`src/rtl/clint_multi_hart.sv`:
```
// Core-local interruptor: shared prescaled 64-bit mtime, per-hart msip and mtimecmp,
// registered bus read data and registered timer interrupts.
module clint_multi_hart #(
    parameter int HART_NUM   = 1,
    parameter int TICK_DIV   = 1,
    parameter int ADDR_WIDTH = 32,
    parameter int DATA_WIDTH = 32
) (
    input  logic                  clk,
    input  logic                  rst,
    input  logic [ADDR_WIDTH-1:0] bus_clint_read_addr,
    input  logic [ADDR_WIDTH-1:0] bus_clint_write_addr,
    input  logic [1:0]            bus_clint_read_size,
    input  logic [1:0]            bus_clint_write_size,
    input  logic [DATA_WIDTH-1:0] bus_clint_data,
    input  logic                  bus_clint_rd,
    input  logic                  bus_clint_wr,
    output logic [DATA_WIDTH-1:0] clint_bus_data,
    input  logic                  dbg_halt,
    output logic [HART_NUM-1:0]   all_intif_int_software_req,
    output logic [HART_NUM-1:0]   all_intif_int_timer_req
);

    localparam logic [1:0]            SIZE_WORD     = 2'b10;
    localparam int                    MTIMECMP_BASE = 'h4000;
    localparam logic [ADDR_WIDTH-1:0] MTIME_LO_ADDR = ADDR_WIDTH'('hbff8);
    localparam logic [ADDR_WIDTH-1:0] MTIME_HI_ADDR = ADDR_WIDTH'('hbffc);
    localparam logic [15:0]           TICK_LAST     = 16'(TICK_DIV - 1);

    function automatic logic [ADDR_WIDTH-1:0] msip_addr(input int h);
        return ADDR_WIDTH'(4 * h);
    endfunction

    function automatic logic [ADDR_WIDTH-1:0] cmp_addr(input int h, input int half);
        return ADDR_WIDTH'(MTIMECMP_BASE + 8 * h + 4 * half);
    endfunction

    logic [15:0]           pre_cnt;
    logic                  tick;
    logic [63:0]           mtime;
    logic [HART_NUM-1:0]   msip;
    logic [63:0]           mtimecmp [HART_NUM];
    logic [HART_NUM-1:0]   timer_hit;
    logic [HART_NUM-1:0]   timer_req;

    logic                  wr_word;
    logic                  rd_word;
    logic [HART_NUM-1:0]   wr_msip;
    logic [HART_NUM-1:0]   wr_cmp_lo;
    logic [HART_NUM-1:0]   wr_cmp_hi;
    logic                  wr_mtime_lo;
    logic                  wr_mtime_hi;
    logic [DATA_WIDTH-1:0] rd_value;

    // NOTE: every always_comb output gets a default before any condition, so no latch is inferred.
    always_comb begin
        wr_word     = bus_clint_wr && (bus_clint_write_size == SIZE_WORD);
        wr_msip     = '0;
        wr_cmp_lo   = '0;
        wr_cmp_hi   = '0;
        for (int h = 0; h < HART_NUM; h++) begin
            wr_msip[h]   = wr_word && (bus_clint_write_addr == msip_addr(h));
            wr_cmp_lo[h] = wr_word && (bus_clint_write_addr == cmp_addr(h, 0));
            wr_cmp_hi[h] = wr_word && (bus_clint_write_addr == cmp_addr(h, 1));
        end
        wr_mtime_lo = wr_word && (bus_clint_write_addr == MTIME_LO_ADDR);
        wr_mtime_hi = wr_word && (bus_clint_write_addr == MTIME_HI_ADDR);
    end

    always_comb begin
        rd_word  = (bus_clint_read_size == SIZE_WORD);
        rd_value = '0;
        for (int h = 0; h < HART_NUM; h++) begin
            if (bus_clint_read_addr == msip_addr(h))
                rd_value = DATA_WIDTH'(msip[h]);
            if (bus_clint_read_addr == cmp_addr(h, 0))
                rd_value = mtimecmp[h][31:0];
            if (bus_clint_read_addr == cmp_addr(h, 1))
                rd_value = mtimecmp[h][63:32];
        end
        if (bus_clint_read_addr == MTIME_LO_ADDR)
            rd_value = mtime[31:0];
        if (bus_clint_read_addr == MTIME_HI_ADDR)
            rd_value = mtime[63:32];
    end

    assign tick = !dbg_halt && (pre_cnt == TICK_LAST);

    // NOTE: state registers use non-blocking assignments so every flop samples pre-edge values.
    always_ff @(posedge clk or negedge rst) begin
        if (!rst)
            pre_cnt <= '0;
        else if (!dbg_halt)
            pre_cnt <= tick ? '0 : pre_cnt + 16'd1;
    end

    // A bus write to mtime wins over a coincident tick; the prescaler keeps its phase.
    always_ff @(posedge clk or negedge rst) begin
        if (!rst)
            mtime <= '0;
        else if (wr_mtime_lo)
            mtime[31:0] <= bus_clint_data;
        else if (wr_mtime_hi)
            mtime[63:32] <= bus_clint_data;
        else if (tick)
            mtime <= mtime + 64'd1;
    end

    // NOTE: the per-hart arrays are real registers with a defined reset value, not RAM, so they are reset.
    always_ff @(posedge clk or negedge rst) begin
        if (!rst) begin
            msip <= '0;
            for (int h = 0; h < HART_NUM; h++)
                mtimecmp[h] <= '1;
        end else begin
            for (int h = 0; h < HART_NUM; h++) begin
                if (wr_msip[h])
                    msip[h] <= bus_clint_data[0];
                if (wr_cmp_lo[h])
                    mtimecmp[h][31:0] <= bus_clint_data;
                if (wr_cmp_hi[h])
                    mtimecmp[h][63:32] <= bus_clint_data;
            end
        end
    end

    always_comb begin
        timer_hit = '0;
        for (int h = 0; h < HART_NUM; h++)
            timer_hit[h] = (mtime >= mtimecmp[h]);
    end

    always_ff @(posedge clk or negedge rst) begin
        if (!rst)
            timer_req <= '0;
        else
            timer_req <= timer_hit;
    end

    always_ff @(posedge clk or negedge rst) begin
        if (!rst)
            clint_bus_data <= '0;
        else if (bus_clint_rd)
            clint_bus_data <= rd_word ? rd_value : '0;
    end

    assign all_intif_int_software_req = msip;
    assign all_intif_int_timer_req    = timer_req;

endmodule

```
`config.mk`:
```
export PLATFORM = sky130hd
export DESIGN_NAME = clint_multi_hart
export DESIGN_NICKNAME = d
export VERILOG_FILES = /design/src/rtl/clint_multi_hart.sv
export SDC_FILE = /design/constraint.sdc
export NUM_CORES = 1
export LEC_CHECK = 0
export ABC_AREA = 0
export CAP_MARGIN = 15
export CORE_MARGIN = 4
export CORE_UTILIZATION = 40
export DETAILED_ROUTE_END_ITERATION = 8
export DONT_BUFFER_PORTS = 1
export GPL_TIMING_DRIVEN = 0
export PLACE_DENSITY = 0.53
export SLEW_MARGIN = 20
export SYNTH_ARGS = -nofsm -noshare
export SYNTH_HDL_FRONTEND = slang
export SYNTH_SLANG_ARGS = --single-unit
```
`constraint.sdc`:
```
create_clock -name clk -period 2.7 [get_ports clk]
set_input_delay 0.54 -clock clk [delete_from_list [all_inputs] [get_ports clk]]
set_output_delay 0.54 -clock clk [all_outputs]
set_load 0.02 [all_outputs]
```
**Word-level counts from Yosys, hierarchy flattened**

Index checks and enable logic that the tools add are counted.

- Bitwise gates (word level): 1
- $add $sub $neg: 2
- Eq/ne operators: 11
- Order comparisons: 1
- Reductions and logical operators: 15
- Muxes and demuxes: 11

Operators by type and width:

| cell | count |
|---|---|
| 32-bit two-way mux | 8 |
| 32-bit by 15-bit equality test with 1-bit output, second input constant | 4 |
| 32-bit by 16-bit equality test with 1-bit output, second input constant | 4 |
| 64-bit by 1-bit adder with 64-bit output, second input constant | 1 |
| 64-bit greater-or-equal comparator | 1 |
| 32-bit zero test | 2 |
| 64-bit two-way mux | 1 |
| 16-bit by 1-bit adder with 16-bit output, second input constant | 1 |
| 16-bit zero test | 1 |
| 16-bit two-way mux | 1 |
| 1-bit logical AND | 7 |
| 2-bit equality test, second input constant | 2 |
| 2-bit AND reduction | 2 |
| 2-bit nonzero test | 2 |
| 2-bit inequality test, second input constant | 1 |
| 1-bit zero test | 1 |
| 1-bit two-way mux | 1 |
| 1-bit NOT | 1 |

- Register bits: 178
- Logic and storage cells: 49
- Input port bits: 105

**Depth between registers and ports, before layout**

- Word-level depth: 7
- Mapped depth: 10
- Mapped depth without buffers: 8

**Worst setup path after synthesis**

OpenSTA, ideal clock, no wires.

- Path kind: input-to-reg
- Start point: input bus_clint_write_addr[0]
- End point: register mtime[11]
- Arrival: 2236 ps
- Data required time: 2567 ps
- Setup slack: 331 ps
- Library setup time: 133 ps
- Stages on the path: 7
- Path buffers: 1
- Cell sequence: or2_2 > nand4bb_1 > clkbuf_1 > o41ai_2 > nor3_1 > xnor2_1 > o21ai_0

- Longest elaborated chain between the ends: 4
- Elaborated cells on any way between the ends: 8
- Those cells by class: eq/ne: 3; mux: 1; reduce/logical: 4

RTL lines:

| item | RTL line | text |
|---|---|---|
| from (decl) | 12 | `input logic [ADDR_WIDTH-1:0] bus_clint_write_addr,` |
| 32-bit by 16-bit equality test with 1-bit output (on tied branches) | 66, 67 |  |
| 1-bit logical AND (on tied branches) | 66, 67 |  |
| 2-bit inequality test (no line) / 2-bit nonzero test (equally long branches) | -- |  |
| 2-bit AND reduction (no line) | -- |  |
| to (signal assigned) | 102 | `mtime[31:0] <= bus_clint_data;` |
| to (signal assigned) | 106 | `mtime <= mtime + 64'd1;` |
| to (decl) | 40 | `logic [63:0] mtime;` |

Parallel ways exist; a longest one is shown, timed or not.
A chain may end at the register's enable or synchronous reset.

**Worst setup path in the final report**

- Start point: register mtime[22]
- End point: register mtime[32]

- Longest elaborated chain between the ends: 3

RTL lines:

| item | RTL line | text |
|---|---|---|
| 64-bit by 1-bit adder with 64-bit output | 106 |  |
| 64-bit two-way mux | 105 | `else if (tick)` |
| 32-bit two-way mux | 103 | `else if (wr_mtime_hi)` |

No other way between the ends. The select of a mux whose other input is x is not followed.

==> report_table.html <==
<table>
<tr><th>Metric</th><th>Value</th></tr>
<tr><th colspan="2">Status</th></tr>
<tr><td>Outcome</td><td>finished, violations left</td></tr>
<tr><td>Failing checks</td><td>negative hold slack</td></tr>
<tr><th colspan="2">Floorplanning</th></tr>
<tr><td>Number of primary I/O pins</td><td>139</td></tr>
<tr><td>Placement Rows</td><td>60</td></tr>
<tr><td>Width of the die</td><td>175 µm</td></tr>
<tr><td>Effective utilization at floorplan</td><td>0.410</td></tr>
<tr><td>Core area</td><td>27100 µm²</td></tr>
<tr><td>Die area</td><td>30500 µm²</td></tr>
<tr><td>DIE HEIGHT</td><td>175 µm</td></tr>
<tr><th colspan="2">Route</th></tr>
<tr><td>Number of antenna-violating nets in the routed design</td><td>0</td></tr>
<tr><td>DRC marker count from the first detailed-route iteration</td><td>800</td></tr>
<tr><td>Post-Route M1 WL</td><td>17.8 mm</td></tr>
<tr><td>Number of vias after detailed routing</td><td>9614</td></tr>
<tr><td>DRC violations left</td><td>0</td></tr>
<tr><td>Routed Wire Length</td><td>38.8 mm</td></tr>
<tr><td>Routed length per placed instance</td><td>23.9 µm</td></tr>
<tr><td>Iteration count of the initial detailed-routing pass</td><td>5</td></tr>
<tr><td>Via-to-Cell Ratio</td><td>5.93</td></tr>
<tr><td>Top routing layer in use</td><td>met4</td></tr>
<tr><td>Detail Route met2 WL</td><td>17.5 mm</td></tr>
<tr><td>Wire length on met3</td><td>2.34 mm</td></tr>
<tr><th colspan="2">Logic synthesis</th></tr>
<tr><td>Mapped Nets</td><td>1384</td></tr>
<tr><td>Total of flip-flops plus latches after synthesis</td><td>178</td></tr>
<tr><td>Per-instance average area after synthesis</td><td>9.16 µm²</td></tr>
<tr><td>Number of synthesized flops with an enable pin</td><td>0</td></tr>
<tr><td>Cell taking the most area after synthesis</td><td>sky130_fd_sc_hd__dfrtp_1</td></tr>
<tr><td>Share of synthesized area occupied by flip-flops and latches</td><td>0.408</td></tr>
<tr><td>Share of Yosys cell area claimed by the top area cell type</td><td>0.257</td></tr>
<tr><td>Number of instances in the synthesized netlist</td><td>1212</td></tr>
<tr><td>Top post-synthesis cells by area</td><td>sky130_fd_sc_hd__dfrtp_1 26%, sky130_fd_sc_hd__dfstp_2 15%, sky130_fd_sc_hd__ha_1 7.5%, sky130_fd_sc_hd__nand2_1 5.1%, sky130_fd_sc_hd__a22oi_1 3.6%</td></tr>
<tr><td>Area of the mapped netlist</td><td>11100 µm²</td></tr>
<tr><td>FFs w/ async S/R, synth</td><td>1.00</td></tr>
<tr><td>Number of distinct library cell variants in the gate-level netlist after synthesis</td><td>58</td></tr>
<tr><td>Count of synthesis-stage warnings from yosys</td><td>0</td></tr>
<tr><td>Post-synth top flop</td><td>sky130_fd_sc_hd__dfrtp_1</td></tr>
<tr><th colspan="2">Power</th></tr>
<tr><td>Leakage dissipation</td><td>5.22 nW</td></tr>
<tr><td>Peak VDD IR</td><td>0.000416 V</td></tr>
<tr><td>PD cells</td><td>462 nW/µm²</td></tr>
<tr><td>Tot Pwr</td><td>5.73 mW</td></tr>
<tr><th colspan="2">STA</th></tr>
<tr><td>RSZ-0062 raised after global routing</td><td>false</td></tr>
<tr><td>Slew Limit Fails</td><td>0</td></tr>
<tr><td>Fin Setup TNS</td><td>0 ps</td></tr>
<tr><td>Crit share post-route</td><td>0.959</td></tr>
<tr><td>Headroom to the max-slew limit</td><td>0.375</td></tr>
<tr><td>Setup-failing EPs final</td><td>0</td></tr>
<tr><td>Crit path setup slack, layout</td><td>110 ps</td></tr>
<tr><td>Maximum clock frequency</td><td>0.386 GHz</td></tr>
<tr><td>Final clock skew</td><td>21.6 ps</td></tr>
<tr><td>Worst slew pin tran</td><td>937 ps</td></tr>
<tr><td>Hold slack</td><td>-217 ps</td></tr>
<tr><td>Final period demand of the worst path</td><td>2590 ps</td></tr>
<tr><td>Final Hold Fails</td><td>123</td></tr>
<tr><th colspan="2">Finish</th></tr>
<tr><td>Most common cell after layout, fill and taps aside</td><td>sky130_fd_sc_hd__nand2_1</td></tr>
<tr><td>Fraction of layout instances using a drive strength above 1</td><td>0.155</td></tr>
<tr><td>Layout filler cell count</td><td>2658</td></tr>
<tr><td>Final antenna diode count</td><td>0</td></tr>
<tr><td>Design Area, Final</td><td>12400 µm²</td></tr>
<tr><td>Commonest cells after routing, fill and taps aside</td><td>149 x sky130_fd_sc_hd__nand2_1, 113 x sky130_fd_sc_hd__dfrtp_1, 80 x sky130_fd_sc_hd__inv_1</td></tr>
<tr><td>Area delta synth-&gt;final</td><td>11.8%</td></tr>
<tr><td>Final net count</td><td>1408</td></tr>
<tr><th colspan="2">Placement</th></tr>
<tr><td>DP Worst Slack</td><td>-647 ps</td></tr>
<tr><td>Area post-placement</td><td>11600 µm²</td></tr>
<tr><td>Port buffer count</td><td>0</td></tr>
<tr><td>Routability congestion estimate from global placement</td><td>0.877</td></tr>
<tr><td>Post-DP HPWL</td><td>28.6 mm</td></tr>
<tr><th colspan="2">Clocking</th></tr>
<tr><td>Clk Latency, worst-skew pair</td><td>460 ps</td></tr>
<tr><td>Clk sink count</td><td>178</td></tr>
<tr><td>Clk buf depth</td><td>2</td></tr>
<tr><td>TritonCTS clock tree</td><td>built</td></tr>
<tr><td>H-Tree Depth</td><td>4</td></tr>
<tr><td>Clock transition at the registers of the reported paths</td><td>90 ps</td></tr>
<tr><td>Number of buffers created by CTS</td><td>17</td></tr>
<tr><td>Buffer cell driving the clock tree root</td><td>sky130_fd_sc_hd__clkbuf_16</td></tr>
<tr><th colspan="2">Min path</th></tr>
<tr><td>Path type of the worst min-delay path</td><td>input port to async pin</td></tr>
<tr><th colspan="2">Worst setup path</th></tr>
<tr><td>CP Capture Type</td><td>flip-flop</td></tr>
<tr><td>Worst r2r src</td><td>mtime[22]</td></tr>
<tr><td>Number of cells on the worst reg-to-reg path</td><td>6</td></tr>
<tr><td>Data required, critical path</td><td>3070 ps</td></tr>
<tr><td>Launching element of the worst setup path</td><td>mtime[22]</td></tr>
<tr><td>Peak fanout along the critical path</td><td>6</td></tr>
<tr><td>Sort of element at the start of the critical path</td><td>flip-flop</td></tr>
<tr><td>Critical Setup Path Class</td><td>flip-flop to flip-flop</td></tr>
<tr><td>Arrival time at the worst endpoint</td><td>2960 ps</td></tr>
<tr><th colspan="2">GRT</th></tr>
<tr><td>First-pass GRT wire length</td><td>58.6 mm</td></tr>
<tr><td>Overall overflow remaining after global route</td><td>0</td></tr>
<tr><td>Maximum number of pins on one net before global-route repair</td><td>179</td></tr>
<tr><td>Antenna violations before repair</td><td>0</td></tr>
<tr><td>GRT Overall Usage</td><td>0.251</td></tr>
<tr><td>Number of global-route vias before repair</td><td>9487</td></tr>
<tr><th colspan="2">Job</th></tr>
<tr><td>Number of maximum-capacitance constraint violations</td><td>0</td></tr>
</table>
[metal layers]
metal | vias up | GRT usage
met5 | - | 0
met1 | 4775 | 0.355
met3 | 73 | 0.0454
met4 | 0 | 0.0727
li1 | 4439 | -
met2 | 327 | 0.395
[sequential cells by signal, summed over array words and instances (netlist names)]
register                    cells
all_intif_int_software_req      1
mtimecmp                       64
clint_bus_data                 32
mtime                          64
all_intif_int_timer_req         1
pre_cnt                        16
[cell families after synthesis]
group                      share of synthesized area
muxes                                         0.0580
xor gates and xnor gates                      0.0386
and+or+nand+nor                                0.229
DFF                                            0.408
buffers and inverters                         0.0505
AOI/OAI and AO/OA                              0.140
adders and majority gates                     0.0755
[critical path, cell delays in order, from the launching register on]
cell                      delay (ps)
sky130_fd_sc_hd__dfrtp_1         490
sky130_fd_sc_hd__nand3_1         300
sky130_fd_sc_hd__nor4_2          410
sky130_fd_sc_hd__nand4_1         380
sky130_fd_sc_hd__nor4_2          410
sky130_fd_sc_hd__mux2_2          370
sky130_fd_sc_hd__a31oi_1         130
[cell type report]
type	count	area, µm²	area share
multi-input cells	892	6200	0.499
flip-flops and latches	178	4540	0.365
well taps	372	465	0.0375
clock buffers	18	429	0.0346
inverters	80	300	0.0242
plain buffers	61	268	0.0216
clock inverters	14	173	0.0139
repair buffers	6	45.0	0.00363
[synthesized netlist by cell type, types with 18 or more instances]
cell and n:
sky130_fd_sc_hd__nand4_1 48, sky130_fd_sc_hd__clkbuf_1 42, sky130_fd_sc_hd__xnor2_1 28, sky130_fd_sc_hd__nand2_1 150, sky130_fd_sc_hd__inv_1 80, sky130_fd_sc_hd__nor2_1 54, sky130_fd_sc_hd__dfrtp_1 114, sky130_fd_sc_hd__a21oi_1 27
sky130_fd_sc_hd__ha_1 67, sky130_fd_sc_hd__nand3_1 42, sky130_fd_sc_hd__nor3_1 18, sky130_fd_sc_hd__a22oi_1 53, sky130_fd_sc_hd__xor2_1 21, sky130_fd_sc_hd__o221ai_1 22, sky130_fd_sc_hd__nand2b_1 26, sky130_fd_sc_hd__mux2i_1 25
sky130_fd_sc_hd__nor4_1 52, sky130_fd_sc_hd__nor2b_1 37, sky130_fd_sc_hd__mux2_2 35, sky130_fd_sc_hd__dfstp_2 64, sky130_fd_sc_hd__o21ai_0 72
[report_power, final]
| part | switching (mW) | total (mW) | internal (mW) |
|---|---|---|---|
| Sequential | 0.101 | 2.83 | 2.73 |
| Clock | 1.34 | 2.59 | 1.25 |
| Combinational | 0.168 | 0.310 | 0.142 |
| Total | 1.61 | 5.73 | 4.13 |
[stage by stage]
step | std cells | util
floorplan | 1212 | -
global placement | 1584 | 0.427
detailed placement | 1585 | 0.428
CTS | 1619 | 0.454
global route | 1621 | 0.458
finish | 1621 | 0.458
[worst paths after layout]
path / to / slack [ps]
worst max-delay path: mtime[32] / 110
worst min-delay path: mtime[36] / -220
worst max register to register: mtime[32] / 110
worst min register to register: pre_cnt[15] / 470
max in group asynchronous: mtimecmp[15] / 2600
min in group clk: mtimecmp[1] / 180
[what timing repair did]
action,4_1_cts,5_1_grt
buffers inserted,3,2
pin swaps,1,4
setup endpoints to repair,41,50
endpoints found under the hold margin,178,154
resized for setup,18,24
Power figures use the tool's default switching activity.
